## src/rtl/ov7670_config_sequencer.sv

```systemverilog
// Walks the OV7670 configuration ROM from address 0 and issues one SCCB write per entry.
// Optional NACK retry logic is built in when OV7670_CFG_RETRY_EN is defined.
//
//   state    | meaning
//   ---------+-----------------------------------------------------------
//   IDLE     | waiting for start; sccb_reg/sccb_data keep last values
//   FETCH    | rom_addr presented to the ROM
//   ROMWAIT  | ROM read latency
//   DECODE   | classify rom_dout: end marker, settle delay or register write
//   ISSUE    | wait for sccb_ready, then launch the write
//   WAITDONE | write in flight until sccb_done
//   DELAY    | settle delay count-down
//   NEXT     | advance rom_addr, or stop at the last address
//   FINISH   | one-cycle done pulse
module ov7670_config_sequencer #(
    parameter int DELAY_CYCLES = 250000,
    parameter int MAX_RETRY    = 3
) (
    input  logic        clk,
    input  logic        rst_n,
    input  logic        start,
    output logic        busy,
    output logic        done,
    output logic        error,
    output logic [7:0]  rom_addr,
    input  logic [15:0] rom_dout,
    input  logic        sccb_ready,
    output logic        sccb_start,
    output logic [7:0]  sccb_reg,
    output logic [7:0]  sccb_data,
    input  logic        sccb_done,
    input  logic        sccb_nack
);

    localparam int            DW         = $clog2(DELAY_CYCLES + 1);
    localparam logic [DW-1:0] DELAY_LOAD = DW'(DELAY_CYCLES - 1);
    localparam logic [15:0]   CMD_END    = 16'hFFFF;
    localparam logic [15:0]   CMD_DELAY  = 16'hFFF0;

    typedef enum logic [3:0] {
        S_IDLE, S_FETCH, S_ROMWAIT, S_DECODE, S_ISSUE,
        S_WAITDONE, S_DELAY, S_NEXT, S_FINISH
    } state_t;

    state_t        state_q, state_d;
    logic [7:0]    rom_addr_q, rom_addr_d;
    logic          sccb_start_q, sccb_start_d;
    logic [7:0]    sccb_reg_q, sccb_reg_d;
    logic [7:0]    sccb_data_q, sccb_data_d;
    logic [DW-1:0] delay_q, delay_d;
    logic          error_q, error_d;

`ifdef OV7670_CFG_RETRY_EN
    localparam int            RW        = (MAX_RETRY < 1) ? 1 : $clog2(MAX_RETRY + 1);
    localparam logic [RW-1:0] RETRY_MAX = RW'(MAX_RETRY);
    logic [RW-1:0] retry_q, retry_d;
`else
    localparam int unused_max_retry = MAX_RETRY;
    logic unused_nack;
    assign unused_nack = sccb_nack;
`endif

    always_ff @(posedge clk or negedge rst_n) begin
        if (!rst_n) begin
            state_q      <= S_IDLE;
            rom_addr_q   <= '0;
            sccb_start_q <= 1'b0;
            sccb_reg_q   <= '0;
            sccb_data_q  <= '0;
            delay_q      <= '0;
            error_q      <= 1'b0;
`ifdef OV7670_CFG_RETRY_EN
            retry_q      <= '0;
`endif
        end else begin
            state_q      <= state_d;
            rom_addr_q   <= rom_addr_d;
            sccb_start_q <= sccb_start_d;
            sccb_reg_q   <= sccb_reg_d;
            sccb_data_q  <= sccb_data_d;
            delay_q      <= delay_d;
            error_q      <= error_d;
`ifdef OV7670_CFG_RETRY_EN
            retry_q      <= retry_d;
`endif
        end
    end

    always_comb begin
        state_d      = state_q;
        rom_addr_d   = rom_addr_q;
        sccb_start_d = 1'b0;
        sccb_reg_d   = sccb_reg_q;
        sccb_data_d  = sccb_data_q;
        delay_d      = delay_q;
        error_d      = error_q;
`ifdef OV7670_CFG_RETRY_EN
        retry_d      = retry_q;
`endif
        case (state_q)
            S_IDLE: begin
                if (start) begin
                    rom_addr_d = '0;
                    error_d    = 1'b0;
                    state_d    = S_FETCH;
                end
            end
            S_FETCH:   state_d = S_ROMWAIT;
            S_ROMWAIT: state_d = S_DECODE;
            S_DECODE: begin
`ifdef OV7670_CFG_RETRY_EN
                retry_d = '0;
`endif
                if (rom_dout == CMD_END) begin
                    state_d = S_FINISH;
                end else if (rom_dout == CMD_DELAY) begin
                    delay_d = DELAY_LOAD;
                    state_d = S_DELAY;
                end else begin
                    sccb_reg_d  = rom_dout[15:8];
                    sccb_data_d = rom_dout[7:0];
                    state_d     = S_ISSUE;
                end
            end
            // The request is registered, so it lands one cycle after ready was seen.
            S_ISSUE: begin
                if (sccb_ready) begin
                    sccb_start_d = 1'b1;
                    state_d      = S_WAITDONE;
                end
            end
            S_WAITDONE: begin
                if (sccb_done) begin
                    state_d = S_NEXT;
`ifdef OV7670_CFG_RETRY_EN
                    if (sccb_nack) begin
                        if (retry_q < RETRY_MAX) begin
                            retry_d = retry_q + 1'b1;
                            state_d = S_ISSUE;
                        end else begin
                            error_d = 1'b1;
                        end
                    end
`endif
                end
            end
            S_DELAY: begin
                if (delay_q == '0) begin
                    state_d = S_NEXT;
                end else begin
                    delay_d = delay_q - 1'b1;
                end
            end
            S_NEXT: begin
                if (rom_addr_q == 8'hFF) begin
                    state_d = S_FINISH;
                end else begin
                    rom_addr_d = rom_addr_q + 8'd1;
                    state_d    = S_FETCH;
                end
            end
            S_FINISH: state_d = S_IDLE;
            default:  state_d = S_IDLE;
        endcase
    end

    assign busy       = (state_q != S_IDLE) && (state_q != S_FINISH);
    assign done       = (state_q == S_FINISH);
    assign error      = error_q;
    assign rom_addr   = rom_addr_q;
    assign sccb_start = sccb_start_q;
    assign sccb_reg   = sccb_reg_q;
    assign sccb_data  = sccb_data_q;

endmodule
```

## config.mk

```make
export PLATFORM = sky130hd
export DESIGN_NAME = ov7670_config_sequencer
export DESIGN_NICKNAME = d
export VERILOG_FILES = /design/src/rtl/ov7670_config_sequencer.sv
export SDC_FILE = /design/constraint.sdc
export NUM_CORES = 1
export LEC_CHECK = 0
export ABC_AREA = 1
export ABC_CLOCK_PERIOD_IN_PS = 3000
export CAP_MARGIN = 20
export CELL_PAD_IN_SITES_DETAIL_PLACEMENT = 1
export CELL_PAD_IN_SITES_GLOBAL_PLACEMENT = 2
export CORE_ASPECT_RATIO = 1.75
export CORE_UTILIZATION = 33
export CTS_BUF_LIST = sky130_fd_sc_hd__clkbuf_8
export CTS_CLUSTER_DIAMETER = 100
export DETAILED_ROUTE_END_ITERATION = 8
export PLACE_DENSITY_LB_ADDON = 0.1
export SYNTH_ARGS = -nofsm -noshare
export SYNTH_HDL_FRONTEND = slang
export SYNTH_SLANG_ARGS = --single-unit
```

## constraint.sdc

```tcl
create_clock -name clk -period 3 [get_ports clk]
set_clock_uncertainty 0.05 [all_clocks]
set_input_delay 0.45 -clock clk [delete_from_list [all_inputs] [get_ports clk]]
set_output_delay 0.45 -clock clk [all_outputs]
set_load 0.005 [all_outputs]
```

==> impl_metrics.tcl <==
set metrics [dict create \
    finalSetupViolations 0 \
    r2r_slack_ns 0.86 \
    antenna_cells 0 \
    firstDrtPassIters 6 \
    layout_common_cells "nand2_1, nor2_1, inv_1" \
    cp_data_arrival_time_ns 1.65 \
    switchingPower_mw 1.03 \
    clockRootBuffer "clkbuf_8" \
    drv_cap 0 \
    core_mm2 0.00796 \
    post_cts_resized 0 \
    synth.top_cell.area_share_pct 43.0 \
    synth-seq-cells 47 \
    ir_drop_v 0.000382 \
    criticalPathCategory "reg -> out" \
    cts_max_level 2 \
    gr-usage-met2_pct 38.7 \
    startpoint "state_q[0]" \
    synth_nets 403 \
    synth.yosys.warnings 0 \
    final.setup.tns_ns 0 \
    power_frac_comb_pct 41.3 \
    critical_path_depth 4 \
    finalMaxSlewViolations 0 \
    area_growth_pct 25.4 \
    synthTopCellsByArea "dfrtp_1, nand2_1, nor2_1" \
    io_pins 50 \
    p_int_mw 1.66 \
    critPathTopFamily "buffers and inverters" \
    viasPerCell 4.95 \
    met1_usage_pct 19.0 \
    final-seq-area_mm2 0.00118 \
    multi_input_area_mm2 0.00130 \
    crit_path_end "done" \
    start_util_pct 34.3 \
    r2r_start "delay_q[0]" \
    dr_total_vias 2584 \
    finalWirelength_um 7470 \
    clockBufferDepth 2 \
    nets 455 \
    status "complete, no violations" \
    largest_register "delay_q" \
    synthCells 379 \
    hold_viol 0 \
    hold_path.class "in -> async" \
    seqPwrFrac_pct 37.3 \
    die_h_um 122 \
    cp_common_cell "nor2_1" \
    die-area_mm2 0.00867 \
    gp_congestion 0.763 \
    post-cts-setup-buffers 0 \
    n_fill_cell 1015 \
    start_kind "register" \
    switching_share_pct 38.3 \
    synth_top_area_cell "dfrtp_1" \
    cp.buffers_inverters 1 \
    timing.rr.end "delay_q[10]" \
    largest_reg_flops 18 \
    fp-row-count 43 \
    clkTransAtPathRegs_ns 0.10 \
    max_freq_mhz 464 \
    worst_slack_ns 0.847 \
    ys_seq_area_share_pct 43.0 \
    final_common_cell "nand2_1" \
    cts_hold_buf 0 \
    cts.sinks 47 \
    die_x_um 70.8 \
    p_leak_nw 1.63 \
    synth_area_mm2 0.00274 \
    crit_fanout 5 \
    numPortBuffers 47 \
    crit_slowest_cell "clkdlybuf4s50_1" \
    hpwl_um 5890 \
    layout-drive-gt1-share_pct 9.95 \
    crit_required_ns 2.50 \
    route.detailed.drc 0 \
    post-place-ws_ns 0.548 \
    powerDensity_mw_per_mm2 782 \
    grt_pass1_vias 2752 \
    initialDrtViolationCount 55 \
    antenna_left 0 \
    rsz0062_at_grt "no" \
    antenna_found_initial 0 \
    cts_made_buffers 5 \
    grt-busiest-layer "met2" \
    fin_crit_sh_pct 71.8 \
    grt_max_degree 30 \
    use_met3_pct 3.45 \
    avgSynthCellArea_um2 7.22 \
    grt_use_total_pct 19.3 \
    synth_cell_types 33 \
    pwr-share-clk_pct 21.4 \
    overflow 0 \
    grt_pass1_wl_um 12900 \
    end_kind "output pin" \
    critical-path-max-stage-delay_ns 0.50 \
    r2r.worst_path.cells 10 \
    cp_cell_sequence "nor2_1 > nand2_1 > nor2_1 > clkdlybuf4s50_1" \
    cts_tree "built" \
    wire_per_inst_um 14.3 \
    min_period_ns 2.15 \
    clock_latency_ns 0.32 \
]
metrics by stage:
step	instances	total power, mW	area, µm²	util (%)	hold WS (ns)
after floorplan	379	1.68	2740	-	0.104
after global placement	514	2.12	3290	41.4	0.418
after detailed placement	514	2.15	3290	41.4	0.418
after CTS	522	2.75	3430	43.1	0.0578
after global routing	522	2.93	3430	43.1	0.0755
final	522	2.68	3430	43.1	0.0581
synth_stat cells (all sizes together):
cell	number
buf	6
nand4	9
dfrtp	47
nand2	107
nor3	2
and3	1
a31o	1
xnor2	2
nand3	34
or2	5
o21ai	38
conb	1
nand3b	1
inv	52
clkbuf	2
xor2	5
nor2	61
a21oi	1
o31ai	2
ha	2
power groups by stage:
| stage | registers, mW | clock network [mW] | logic (mW) |
|---|---|---|---|
| 2_1_floorplan | 0.978 | 0 | 0.701 |
| 3_3_place_gp | 1.01 | 0 | 1.11 |
| 3_5_place_dp | 1.02 | 0 | 1.13 |
| 4_1_cts | 1.01 | 0.599 | 1.14 |
| 5_1_grt | 1.03 | 0.616 | 1.28 |
| 6_report | 0.999 | 0.574 | 1.11 |
cell type report:
cell class	count	share of cell area, %
multi-input combinational	272	37.9
clock buffer	5	2.01
inverter	52	5.69
tap	90	3.28
clock inverter	3	1.97
timing repair buffer	53	14.9
sequential	47	34.3
kinds of logic after synthesis:
family                   after synthesis  synth area share (%)
buffers and inverters                 60                  9.47
AO/OA/AOI/OAI                         42                  8.69
other                                  1                 0.137
AND/OR/NAND/NOR                      220                  35.5
XOR/XNOR                               7                  2.24
adder cells (fa/ha/maj)                2                 0.915
flip-flops                            47                  43.0
layer usage:
layer | part of all wire [%] | wire (µm) | vias to the layer above
met1 | 36 | 2670 | 1247
met3 | 2.5 | 184 | 11
met5 | 0 | 0 | -
met4 | 2.0 | 150 | 0
li1 | - | - | 1289
met2 | 60 | 4460 | 37
worst min path at each step:
stage	startpoint	to	cells after the start	slack (ns)
global placement	rst_n	delay_q[14]	2	0.42
finish	rst_n	delay_q[5]	2	0.06
CTS	rst_n	delay_q[5]	2	0.06
global route	rst_n	delay_q[5]	2	0.08
detailed placement	rst_n	delay_q[14]	2	0.42
floorplan	rst_n	delay_q[0]	0	0.10
Note: power is estimated with default switching activity, not from simulation.
